### config.mk
export PLATFORM = sky130hd
export DESIGN_NAME = imm_encoder
export DESIGN_NICKNAME = d
export VERILOG_FILES = /design/src/rtl/imm_encoder_pkg.sv /design/src/rtl/imm_encoder_pack.sv /design/src/rtl/imm_encoder.sv
export SDC_FILE = /design/constraint.sdc
export NUM_CORES = 1
export LEC_CHECK = 0
export BUFFER_PORTS_ARGS = -buffer_cell sky130_fd_sc_hd__buf_2
export CORE_MARGIN = 2
export CORE_UTILIZATION = 30
export CTS_CLUSTER_SIZE = 14
export DETAILED_ROUTE_END_ITERATION = 7
export GPL_TIMING_DRIVEN = 0
export PLACE_DENSITY_LB_ADDON = 0.05
export SLEW_MARGIN = 20
export SYNTH_ARGS = -nofsm -noshare
export SYNTH_HDL_FRONTEND = slang
export SYNTH_SLANG_ARGS = --single-unit
### constraint.sdc
create_clock -name clk -period 2.35 [get_ports clk]
set_input_delay 0.3525 -clock clk [delete_from_list [all_inputs] [get_ports clk]]
set_output_delay 0.3525 -clock clk [all_outputs]
set_load 0.05 [all_outputs]
### src/rtl/imm_encoder_pkg.sv
// Shared definitions for the immediate encoder and the core's immediate decoder.
// Holds the immediate-format codes, the opcode/funct3 values used when an ADDI is
// split into LUI+ADDI, and the encoder FSM state encoding.
package imm_encoder_pkg;

   // Immediate format codes; values 5..7 are invalid.
   localparam logic [2:0] IMM_I = 3'd0;
   localparam logic [2:0] IMM_S = 3'd1;
   localparam logic [2:0] IMM_B = 3'd2;
   localparam logic [2:0] IMM_U = 3'd3;
   localparam logic [2:0] IMM_J = 3'd4;

   localparam logic [6:0] OP_LUI   = 7'b0110111;
   localparam logic [6:0] OP_OPIMM = 7'b0010011;
   localparam logic [2:0] F3_ADDI  = 3'b000;

   // S_IDLE: nothing held; S_ONE: single word held;
   // S_HI: LUI of an expansion held; S_LO: trailing ADDI held.
   typedef enum logic [1:0] {
      S_IDLE = 2'd0,
      S_ONE  = 2'd1,
      S_HI   = 2'd2,
      S_LO   = 2'd3
   } enc_state_e;

   // Sign-extend a 12-bit immediate to 32 bits.
   function automatic logic [31:0] sext12(input logic [11:0] v);
      return {{20{v[11]}}, v};
   endfunction

endpackage

### src/rtl/imm_encoder_pack.sv
// Combinational immediate packer with range check.
// Places the immediate into the field layout of the selected RV32I format and
// keeps every other template bit. err flags an immediate that the format cannot
// represent (the truncated bits are still packed) or an invalid format code, in
// which case the template passes through unchanged.
// Ports:
//   inst        in   32  instruction template
//   imm         in   32  immediate value
//   imm_type    in   3   format code (IMM_I..IMM_J)
//   packed_inst out  32  template with immediate fields filled in
//   err         out  1   not representable, or invalid format
module imm_pack
   import imm_encoder_pkg::*;
(
   input  logic [31:0] inst,
   input  logic [31:0] imm,
   input  logic [2:0]  imm_type,
   output logic [31:0] packed_inst,
   output logic        err
);

   logic [31:0] sext_12;
   logic [31:0] sext_13;
   logic [31:0] sext_21;

   assign sext_12 = sext12(imm[11:0]);
   assign sext_13 = {{19{imm[12]}}, imm[12:0]};
   assign sext_21 = {{11{imm[20]}}, imm[20:0]};

   always_comb begin
      packed_inst = inst;
      err         = 1'b0;
      case (imm_type)
         IMM_I: begin
            packed_inst[31:20] = imm[11:0];
            err                = (imm != sext_12);
         end
         IMM_S: begin
            packed_inst[31:25] = imm[11:5];
            packed_inst[11:7]  = imm[4:0];
            err                = (imm != sext_12);
         end
         IMM_B: begin
            packed_inst[31]    = imm[12];
            packed_inst[7]     = imm[11];
            packed_inst[30:25] = imm[10:5];
            packed_inst[11:8]  = imm[4:1];
            // Branch offsets are halfword aligned; bit 0 has no field.
            err                = (imm != sext_13) | imm[0];
         end
         IMM_U: begin
            packed_inst[31:12] = imm[31:12];
            err                = |imm[11:0];
         end
         IMM_J: begin
            packed_inst[31]    = imm[20];
            packed_inst[19:12] = imm[19:12];
            packed_inst[20]    = imm[11];
            packed_inst[30:21] = imm[10:1];
            err                = (imm != sext_21) | imm[0];
         end
         default: begin
            err = 1'b1;
         end
      endcase
   end

endmodule

### src/rtl/imm_encoder.sv
// Immediate encoder: inverse of the core's immediate decoder.
// Accepts a template plus immediate, packs and range-checks it, and presents the
// result through a 1-entry registered output. An out-of-range ADDI may be split
// into LUI rd,hi followed by ADDI rd,rd,lo; the ADDI is kept in a private
// register so the request side is free once the request is accepted.
// Parameters:
//   EXPAND_EN    1: LUI+ADDI expansion present; 0: in_expand ignored
// Ports:
//   clk          in   1   clock, rising edge
//   rst_n        in   1   asynchronous active-low reset
//   in_valid     in   1   request valid
//   in_ready     out  1   request accepted when in_valid && in_ready
//   in_inst      in   32  template; immediate-field bits ignored
//   in_imm       in   32  immediate value to encode
//   in_imm_type  in   3   0=I 1=S 2=B 3=U 4=J; 5..7 invalid
//   in_expand    in   1   allow LUI+ADDI expansion (type I only)
//   out_valid    out  1   output word valid
//   out_ready    in   1   consumer takes word when out_valid && out_ready
//   out_inst     out  32  encoded instruction
//   out_err      out  1   immediate not representable, or invalid type
//   out_last     out  1   final word of this request
module imm_encoder
   import imm_encoder_pkg::*;
#(
   parameter bit EXPAND_EN = 1'b1
) (
   input  logic        clk,
   input  logic        rst_n,
   input  logic        in_valid,
   output logic        in_ready,
   input  logic [31:0] in_inst,
   input  logic [31:0] in_imm,
   input  logic [2:0]  in_imm_type,
   input  logic        in_expand,
   output logic        out_valid,
   input  logic        out_ready,
   output logic [31:0] out_inst,
   output logic        out_err,
   output logic        out_last
);

   enc_state_e  state_q, state_d;
   logic [31:0] out_inst_q, out_inst_d;
   logic        out_err_q, out_err_d;
   logic        out_last_q, out_last_d;
   logic [31:0] lo_inst_q, lo_inst_d;

   logic [31:0] pack_inst;
   logic        pack_err;
   logic        accept;
   logic        expand;
   logic [4:0]  rd;
   logic [19:0] hi;
   logic [31:0] lui_word;
   logic [31:0] addi_word;

   imm_pack u_pack (
      .inst        (in_inst),
      .imm         (in_imm),
      .imm_type    (in_imm_type),
      .packed_inst (pack_inst),
      .err         (pack_err)
   );

   assign accept = in_valid & in_ready;

   // Only a genuine ADDI that does not fit 12 bits is split.
   assign expand = EXPAND_EN & in_expand & (in_imm_type == IMM_I) & pack_err &
                   (in_inst[6:0] == OP_OPIMM) & (in_inst[14:12] == F3_ADDI);

   assign rd = in_inst[11:7];
   // ADDI sign-extends its 12 bits, so round the upper part up when imm[11] is set.
   assign hi        = in_imm[31:12] + {19'd0, in_imm[11]};
   assign lui_word  = {hi, rd, OP_LUI};
   assign addi_word = {in_imm[11:0], rd, F3_ADDI, rd, OP_OPIMM};

   always_comb begin
      in_ready = 1'b0;
      unique case (state_q)
         S_IDLE:      in_ready = 1'b1;
         S_ONE, S_LO: in_ready = out_ready;
         S_HI:        in_ready = 1'b0;
         default:     in_ready = 1'b0;
      endcase
   end

   always_comb begin
      state_d    = state_q;
      out_inst_d = out_inst_q;
      out_err_d  = out_err_q;
      out_last_d = out_last_q;
      lo_inst_d  = lo_inst_q;
      unique case (state_q)
         S_IDLE, S_ONE, S_LO: begin
            if (accept) begin
               if (expand) begin
                  state_d    = S_HI;
                  out_inst_d = lui_word;
                  out_err_d  = 1'b0;
                  out_last_d = 1'b0;
                  lo_inst_d  = addi_word;
               end else begin
                  state_d    = S_ONE;
                  out_inst_d = pack_inst;
                  out_err_d  = pack_err;
                  out_last_d = 1'b1;
               end
            end else if ((state_q != S_IDLE) && out_ready) begin
               state_d = S_IDLE;
            end
         end
         S_HI: begin
            if (out_ready) begin
               state_d    = S_LO;
               out_inst_d = lo_inst_q;
               out_err_d  = 1'b0;
               out_last_d = 1'b1;
            end
         end
         default: begin
            state_d = S_IDLE;
         end
      endcase
   end

   always_ff @(posedge clk or negedge rst_n) begin
      if (!rst_n) begin
         state_q    <= S_IDLE;
         out_inst_q <= 32'd0;
         out_err_q  <= 1'b0;
         out_last_q <= 1'b0;
         lo_inst_q  <= 32'd0;
      end else begin
         state_q    <= state_d;
         out_inst_q <= out_inst_d;
         out_err_q  <= out_err_d;
         out_last_q <= out_last_d;
         lo_inst_q  <= lo_inst_d;
      end
   end

   assign out_valid = (state_q != S_IDLE);
   assign out_inst  = out_inst_q;
   assign out_err   = out_err_q;
   assign out_last  = out_last_q;

endmodule

==> impl_metrics.toml, run 1 <==
[setup_path]
r2r_end = "lo_inst_q[22]$_DFFE_PN0P_"
cp-start-kind = "input port"
worstPathBufferInverterCount = 1
cpLargestDelayFamily = "simple AND/OR/NAND/NOR gates"
arrival_ns = 2.41
r2r_slack_ns = 0.18
crit_chain = "buf_2, ha_1, ha_1, and4_1, and3_1, and3_1, xnor2_1, mux2i_1, a221o_1"
path_class = "input port to register"
crit_fanout = 6
r2r-start = "state_q[1]$_DFFE_PN0P_"
r2r_cells = 7
slowest_delay_ns = 0.33
cp_slowest_cell = "and4_1"
required_ns = 2.55
endpoint_kind = "register"

[floorplan]
core-area_mm2 = 0.01206
die_area_mm2 = 0.01328
die_y_um = 115.2
ios = 108
die_w_um = 115.2
initial_core_util_pct = 30.78
num_rows = 40

[synth]
syn-num-nets = 484
synth-seq-cells = 54
synth_area_mm2 = 0.003712
synth_ff_type = "dfrtp_1"
synth_cell_types = 54
syn_area_per_cell_um2 = 9.077
synth_edf_count = 0
async_flop_share_pct = 100.0
yosys_warnings = 0
ys_seq_area_share_pct = 36.40
synthCells = 409

[place]
hpwl_mm = 10.59
place_ws_ns = -0.2175
gp_congestion = 0.8897
placed_area_mm2 = 0.004456
io_buffers = 106

[sta]
skew_ns = 0.006147
worst_slew_pin_slew_ns = 0.7470
max-slew-margin-rel_pct = 50.20
fin_tns_setup_ns = 0
finalCriticalPeriod_ns = 2.216
max_freq_ghz = 0.4512
finalCritPeriodShare_pct = 94.31
finalSetupViolations = 0
setup_slack_ns = 0.1337
drv_slew = 0
holdWs_ns = 0.09230
finalHoldViolCount = 0
rsz0062_at_grt = "false"

[pwr]
power_frac_comb_pct = 37.4
power_density_mw_per_mm2 = 649.2
internal_power_uw = 1762
power_frac_seq_pct = 36.9
p_switching_uw = 1253
clkPwrFrac_pct = 25.7
ir_drop_v = 0.0003006
total_leakage_power_uw = 0.002229
p_total_uw = 3015
swShare_pct = 41.57

[clocking]
cts_tree = "yes"
cts_hold_buf = 0
clockBufferDepth = 2
cts_root_buffer = "clkbuf_16"
clock_latency_ns = 0.31
cts_sinks = 54
clkTransAtPathRegs_ns = 0.07
cts_buffers = 5
cts_htree_levels = 2

[hold_path]
min_path_type = "input port to async pin"

[detailed_routing]
drt-vias-per-instance = 5.399
post-route-drc-count = 0
first_pass_iters = 5
wire_per_inst_um = 20.25
vias = 3752
postRouteWirelength_mm = 14.08
ant_nets = 0
dr.first_iter.drc_count = 219

[final_layout]
drive_gt1_share_pct = 29.41
mostFrequentLayoutCell = "buf_2"
fill_cells = 1285
mostFrequentLayoutCells = "108 x buf_2, 54 x dfrtp_1, 32 x nand2_1, 27 x mux2i_1, 26 x a21oi_1"
post-route-cell-area_mm2 = 0.004644
seqCellArea_mm2 = 0.001351
fin_nets = 601
diodes = 0
areaGrowthSynthToFinish_pct = 25.11
multi_input_area_mm2 = 0.002201

[global_route]
track_usage_pct = 21.62
grt_pass1_wl_mm = 21.30
antenna_found_initial = 0
grt_remaining_overflow = 0
grt_pass1_vias = 3685
grt_max_degree = 55

[flow_run]
maxCapViolations = 0

[run_status]
status = "completed"
[metrics by stage]
step / instances / util [%]
after detailed placement: 683 / 36.94
after floorplan: 409 / -
after CTS: 691 / 38.17
final: 695 / 38.51
after global routing: 695 / 38.51
after global placement: 683 / 36.92
[cells by family after synthesis]
kind of cell	Yosys count	share of synthesized area, %
DFF	54	36.40
xor gates and xnor gates	20	4.719
buffers and inverters	40	4.583
AOI/OAI and AO/OA	114	22.18
adders and majority gates	3	1.011
and+or+nand+nor	133	18.37
muxes	45	12.74
[sequential cells by signal, summed over array words and instances, names as in the netlist]
name,cells
lo_inst_q,18
out_err,1
out_inst,32
out_last,1
state_q,2
[power groups by stage]
stage / combinational, µW / clock (µW) / sequential, µW
global placement: 1120 / 0 / 1130
finish: 1130 / 776 / 1110
floorplan: 341 / 0 / 1540
detailed placement: 1120 / 0 / 1130
CTS: 1130 / 795 / 1110
global route: 1210 / 827 / 1130
[worst max path at each step]
stage               slack, ns                    from  cells after the start                        end
floorplan                0.16              in_imm[16]                      6  lo_inst_q[16]$_DFFE_PN0P_
global placement        -0.19          in_imm_type[2]                      8   out_inst[17]$_DFFE_PN0P_
detailed placement      -0.22  state_q[1]$_DFFE_PN0P_                      8   out_inst[17]$_DFFE_PN0P_
CTS                      0.07  state_q[1]$_DFFE_PN0P_                      6   out_inst[26]$_DFFE_PN0P_
global route             0.02              in_imm[11]                      8  lo_inst_q[17]$_DFFE_PN0P_
finish                   0.13              in_imm[11]                      9   out_inst[28]$_DFFE_PN0P_
[cells in the mapped netlist, types with 2 or more instances]
cell type | n | share of area [%]
dfrtp_1 | 54 | 36
nand2_1 | 32 | 3.2
mux2i_1 | 27 | 7.3
a21oi_1 | 26 | 3.5
nor2_1 | 24 | 2.4
clkbuf_1 | 22 | 2.2
and3_1 | 19 | 3.2
mux2_2 | 18 | 5.5
o21ai_0 | 18 | 2.4
a22o_1 | 17 | 4.0
a221o_1 | 13 | 3.5
nand3_1 | 12 | 1.6
xnor2_1 | 12 | 2.8
a31oi_1 | 11 | 1.9
nor2b_1 | 11 | 1.9
nor3_1 | 8 | 1.1
xor2_1 | 8 | 1.9
inv_1 | 7 | 0.71
nor4_1 | 5 | 0.84
or3_1 | 5 | 0.84
a211oi_1 | 4 | 0.81
and4_1 | 4 | 0.94
buf_1 | 4 | 0.40
nand4_1 | 4 | 0.67
a221oi_1 | 3 | 0.71
a32o_1 | 3 | 0.81
buf_2 | 3 | 0.40
ha_1 | 3 | 1.0
or2_2 | 3 | 0.51
buf_4 | 2 | 0.40
nand2b_1 | 2 | 0.34
o2111ai_1 | 2 | 0.47
or4_1 | 2 | 0.40
[area by class of cell]
type	count	share of cell area, %
Tap cell	168	4.526
Sequential cell	54	29.09
Buffer	33	3.233
Timing Repair Buffer	110	12.12
Clock buffer	6	2.775
Clock inverter	2	0.2963
Multi-Input combinational cell	315	47.39
Inverter	7	0.5657
[metal layers]
layer | track usage (%) | vias to the layer above | part of all wire (%)
met2 | 32.71 | 140 | 43
met3 | 4.112 | 23 | 5.8
met1 | 30.27 | 1816 | 48
li1 | - | 1773 | -
met5 | 0 | - | 0
met4 | 8.996 | 0 | 3.2
[what timing repair did]
action | 4_1_cts | 5_1_grt
endpoints found under the setup margin | 25 | 38
hold endpoints to repair | 0 | 0
buffers inserted | 0 | 4
gates resized for setup | 3 | 6
pin swaps | 0 | 1
Note: power is estimated with default switching activity, not from simulation.
==> run 2: changes to the inputs <==
- GPL_TIMING_DRIVEN: 0 -> not set
==> run 2 against run 1 <==
Via count shrank 0.69%; largest cell class unchanged; total power shrank 0.20%; utilization rose by 1.2 points; global-route usage down 1.1 points; fmax up 6.1%; count of clock-buffer cells in the layout decreased by 1.
==> impl_metrics.toml, run 2 (synthesized netlist as in run 1, its figures left out) <==
[final_layout]
diodes = 0
drive_gt1_share_pct = 33.83
largest_reg_flops = 32
mostFrequentLayoutCells = "107 x buf_2, 54 x dfrtp_1, 40 x buf_4, 32 x nand2_1, 27 x mux2i_1"
mostFrequentLayoutCell = "buf_2"
fin_nets = 607
post-route-cell-area_mm2 = 0.004793
areaGrowthSynthToFinish_pct = 29.12
instances_no_fill = 700

[sta]
finalCritPeriodShare_pct = 88.93
max-slew-margin-rel_pct = 56.98
finalHoldViolCount = 0
skew_ns = 0.008641
finalSetupViolations = 0
drv_slew = 0
worst_slew_pin_slew_ns = 0.6453
finalCriticalPeriod_ns = 2.090
max_freq_ghz = 0.4785
rsz0062_at_grt = "false"

[flow_run]
maxCapViolations = 0

[place]
gp_congestion = 0.8245
io_buffers = 107
hpwl_mm = 10.15
placed_area_mm2 = 0.004654
placed_cells = 693

[setup_path]
cpLargestDelayFamily = "simple AND/OR/NAND/NOR gates"
path_class = "input port to register"
path_common_cell = "buf_4"
crit_chain = "buf_2, or4_1, o31a_1, o211ai_2, buf_4, buf_4, nor2b_1, o21ai_0"
slowest_delay_ns = 0.57
arrival_ns = 2.27
required_ns = 2.53
worstPathBufferInverterCount = 3
endpoint_kind = "register"
cp_slowest_cell = "or4_1"
cp-start-kind = "input port"
crit_fanout = 12

[floorplan]
core-area_mm2 = 0.01206
ios = 108
die_w_um = 115.2
die_area_mm2 = 0.01328
initial_core_util_pct = 30.78
die_y_um = 115.2
num_rows = 40

[clocking]
clkTransAtPathRegs_ns = 0.07
clockBufferDepth = 2
cts_tree = "yes"
cts_buffers = 5
cts_hold_buf = 0
cts_htree_levels = 2
clock_latency_ns = 0.30
post_cts_buffers = 0
ctsResizeCount = 0
cts_sinks = 54
cts_root_buffer = "clkbuf_16"

[global_route]
grt_pass1_wl_mm = 20.75
grt_pass1_vias = 3630
track_usage_pct = 20.50
antenna_found_initial = 0
grt_max_degree = 40
grt_remaining_overflow = 0

[pwr]
internal_power_uw = 1780
power_density_mw_per_mm2 = 627.8
power_frac_comb_pct = 37.8
p_switching_uw = 1229
clkPwrFrac_pct = 25.0
p_total_uw = 3009
ir_drop_v = 0.0002757
total_leakage_power_uw = 0.002350
power_frac_seq_pct = 37.2
swShare_pct = 40.84

[detailed_routing]
ant_nets = 0
postRouteWirelength_mm = 13.39
post-route-drc-count = 0
first_pass_iters = 4
vias = 3726
wire_per_inst_um = 19.13
drt-vias-per-instance = 5.323
dr.first_iter.drc_count = 230

[run_status]
status = "completed"

[hold_path]
min_path_type = "input port to async pin"
-- run 2: stage by stage --
stage / utilization (%) / hold slack (ns) / setup TNS, ns / worst slack, ns
6_report: 39.74 / 0.07760 / 0 / 0.2602
2_1_floorplan: - / 0.05691 / 0 / 0.1596
3_3_place_gp: 38.59 / 0.4151 / -0.06175 / -0.02810
5_1_grt: 39.74 / 0.1153 / 0 / 0.1158
3_5_place_dp: 38.59 / 0.4030 / -0.8877 / -0.07308
4_1_cts: 39.74 / 0.08341 / 0 / 0.2458
-- run 2: power groups by stage --
| stage | Combinational [µW] | Sequential [µW] | Clock (µW) |
|---|---|---|---|
| floorplan | 341 | 1540 | 0 |
| global placement | 1140 | 1140 | 0 |
| detailed placement | 1150 | 1140 | 0 |
| CTS | 1150 | 1120 | 772 |
| global route | 1220 | 1140 | 800 |
| finish | 1140 | 1120 | 751 |
-- run 2: path summary, 6_finish.rpt --
path,from,to,slack [ns],cells past startpoint
worst min register to register,lo_inst_q[4]$_DFFE_PN0P_,lo_inst_q[4]$_DFFE_PN0P_,0.48,1
worst max-delay path,in_imm[16],out_inst[5]$_DFFE_PN0P_,0.26,8
min in group clk,in_inst[3],out_inst[3]$_DFFE_PN0P_,0.30,2
max in group asynchronous,rst_n,lo_inst_q[25]$_DFFE_PN0P_,1.66,2
worst min-delay path,rst_n,out_inst[11]$_DFFE_PN0P_,0.08,1
worst max register to register,state_q[1]$_DFFE_PN0P_,out_inst[17]$_DFFE_PN0P_,0.46,7
-- run 2: layout make-up --
type	instances	area [µm²]
Clock buffer	5	125.1
Clock inverter	2	13.76
Fill cell	1287	7268
Inverter	7	26.28
Multi-Input combinational cell	315	2191
Sequential cell	54	1351
Tap cell	168	210.2
Timing Repair Buffer	149	875.8
-- run 2: metal layers --
layer  global-route usage (%)  share of wire (%)  vias up
li1                         -                  -     1790
met1                    30.09                 48     1801
met2                    31.49                 45      122
met3                    3.426                5.8       13
met4                    4.819                1.7        0
met5                        0                  0        -
==> run 3: changes to the inputs <==
- CORE_UTILIZATION: 30 -> 46
==> run 3 against run 2 <==
Flip-flop and latch count unchanged; design area down 3.8%; critical endpoint is now out_inst[30]$_DFFE_PN0P_; global-route usage up 7.5 points; clock skew up 0.0035 ns; register-to-register slack worse by 0.04 ns; via count down 0.43%; worst hold slack worse by 0.025 ns.
==> impl_metrics.toml, run 3 (synthesized netlist as in run 1, its figures left out) <==
[setup_path]
crit_chain = "buf_2, or4_1, o31a_1, o211ai_2, buf_4, buf_4, nor3_1, o31ai_1"
required_ns = 2.56
path_class = "input port to register"
crit_fanout = 13
arrival_ns = 2.28
path_common_cell = "buf_4"
slowest_delay_ns = 0.57
cpLargestDelayFamily = "compound AO/OA/AOI/OAI gates"
cp-start-kind = "input port"
endpoint_kind = "register"
worstPathBufferInverterCount = 3
cp_slowest_cell = "or4_1"

[clocking]
cts_hold_buf = 0
cts_root_buffer = "clkbuf_8"
clkTransAtPathRegs_ns = 0.11
clockBufferDepth = 2
cts_sinks = 54
ctsResizeCount = 0
cts_htree_levels = 2
clock_latency_ns = 0.31
post_cts_buffers = 0
cts_buffers = 5
cts_tree = "yes"

[sta]
rsz0062_at_grt = "false"
worst_slew_pin_slew_ns = 0.6652
finalCritPeriodShare_pct = 88.09
max_freq_ghz = 0.4830
finalCriticalPeriod_ns = 2.070
skew_ns = 0.01216
finalHoldViolCount = 0
drv_slew = 0
max-slew-margin-rel_pct = 55.65
holdWs_ns = 0.05261
finalSetupViolations = 0

[detailed_routing]
first_pass_iters = 5
ant_nets = 0
vias = 3710
dr.first_iter.drc_count = 253
drt-vias-per-instance = 5.908
post-route-drc-count = 0
wire_per_inst_um = 18.88
postRouteWirelength_mm = 11.86

[pwr]
total_leakage_power_uw = 0.002284
p_total_uw = 2786
power_density_mw_per_mm2 = 604.0
ir_drop_v = 0.0002776

[global_route]
track_usage_pct = 28.03
antenna_found_initial = 0
grt_remaining_overflow = 0
grt_max_degree = 30
grt_pass1_vias = 3629
grt_pass1_wl_mm = 19.20

[final_layout]
largest_reg_flops = 32
drive_gt1_share_pct = 33.08
mostFrequentLayoutCells = "107 x buf_2, 54 x dfrtp_1, 33 x buf_4, 32 x nand2_1, 27 x mux2i_1"
fill_cells = 737
post-route-cell-area_mm2 = 0.004612
mostFrequentLayoutCell = "buf_2"
instances_no_fill = 628
multi_input_area_mm2 = 0.002191
areaGrowthSynthToFinish_pct = 24.23
seqCellArea_mm2 = 0.001351
diodes = 0
fin_util_pct = 59.38
fin_nets = 600

[run_status]
status = "completed"

[place]
gp_congestion = 0.9021
placed_cells = 620
placed_area_mm2 = 0.004519
io_buffers = 107
hpwl_mm = 9.061

[floorplan]
initial_core_util_pct = 47.79
die_w_um = 93.84
num_rows = 32
die_area_mm2 = 0.008805
core-area_mm2 = 0.007767
die_y_um = 93.84
ios = 108

[hold_path]
min_path_type = "input port to async pin"

[flow_run]
maxCapViolations = 0
[run 3: layout make-up]
cell class,instances,area share (%)
clock buffers,5,1.492
repair buffers,142,17.85
inverters,7,0.5697
clock inverters,3,0.5155
multi-input cells,315,47.50
well taps,102,2.767
flip-flops and latches,54,29.30
[run 3: worst paths after layout]
kind                                               from                   endpoint  slack (ns)  depth (start not counted)
worst max-delay path                         in_imm[16]   out_inst[30]$_DFFE_PN0P_        0.28                          8
worst min-delay path                              rst_n   out_inst[11]$_DFFE_PN0P_        0.05                          1
worst max register to register   state_q[1]$_DFFE_PN0P_   out_inst[20]$_DFFE_PN0P_        0.42                          6
worst min register to register  out_inst[8]$_DFFE_PN0P_    out_inst[8]$_DFFE_PN0P_        0.48                          2
max in group asynchronous                         rst_n   out_inst[12]$_DFFE_PN0P_        1.69                          2
min in group clk                            in_inst[11]  lo_inst_q[19]$_DFFE_PN0P_        0.28                          2
[run 3: where the power goes]
group,leakage [µW],internal (µW),switching (µW)
Sequential,0.000690,1050,68.5
Combinational,0.00155,334,787
Clock,0.0000408,214,335
Total,0.00228,1590,1190
[run 3: through the flow]
stage                     setup WS, ns  setup TNS, ns
final                           0.2798              0
after global routing            0.1056              0
after CTS                       0.3046              0
after detailed placement      -0.02534        -0.3131
after global placement         0.02719              0
after floorplan                 0.1596              0
[run 3: per-layer routing]
metal,vias up,wire length (µm),share of wire [%],GRT usage (%)
met2,166,5570,47,44.11
met3,11,1016,8.6,5.217
met1,1764,5122,43,39.69
met4,0,148,1.2,7.246
li1,1769,-,-,-
met5,-,0,0,0
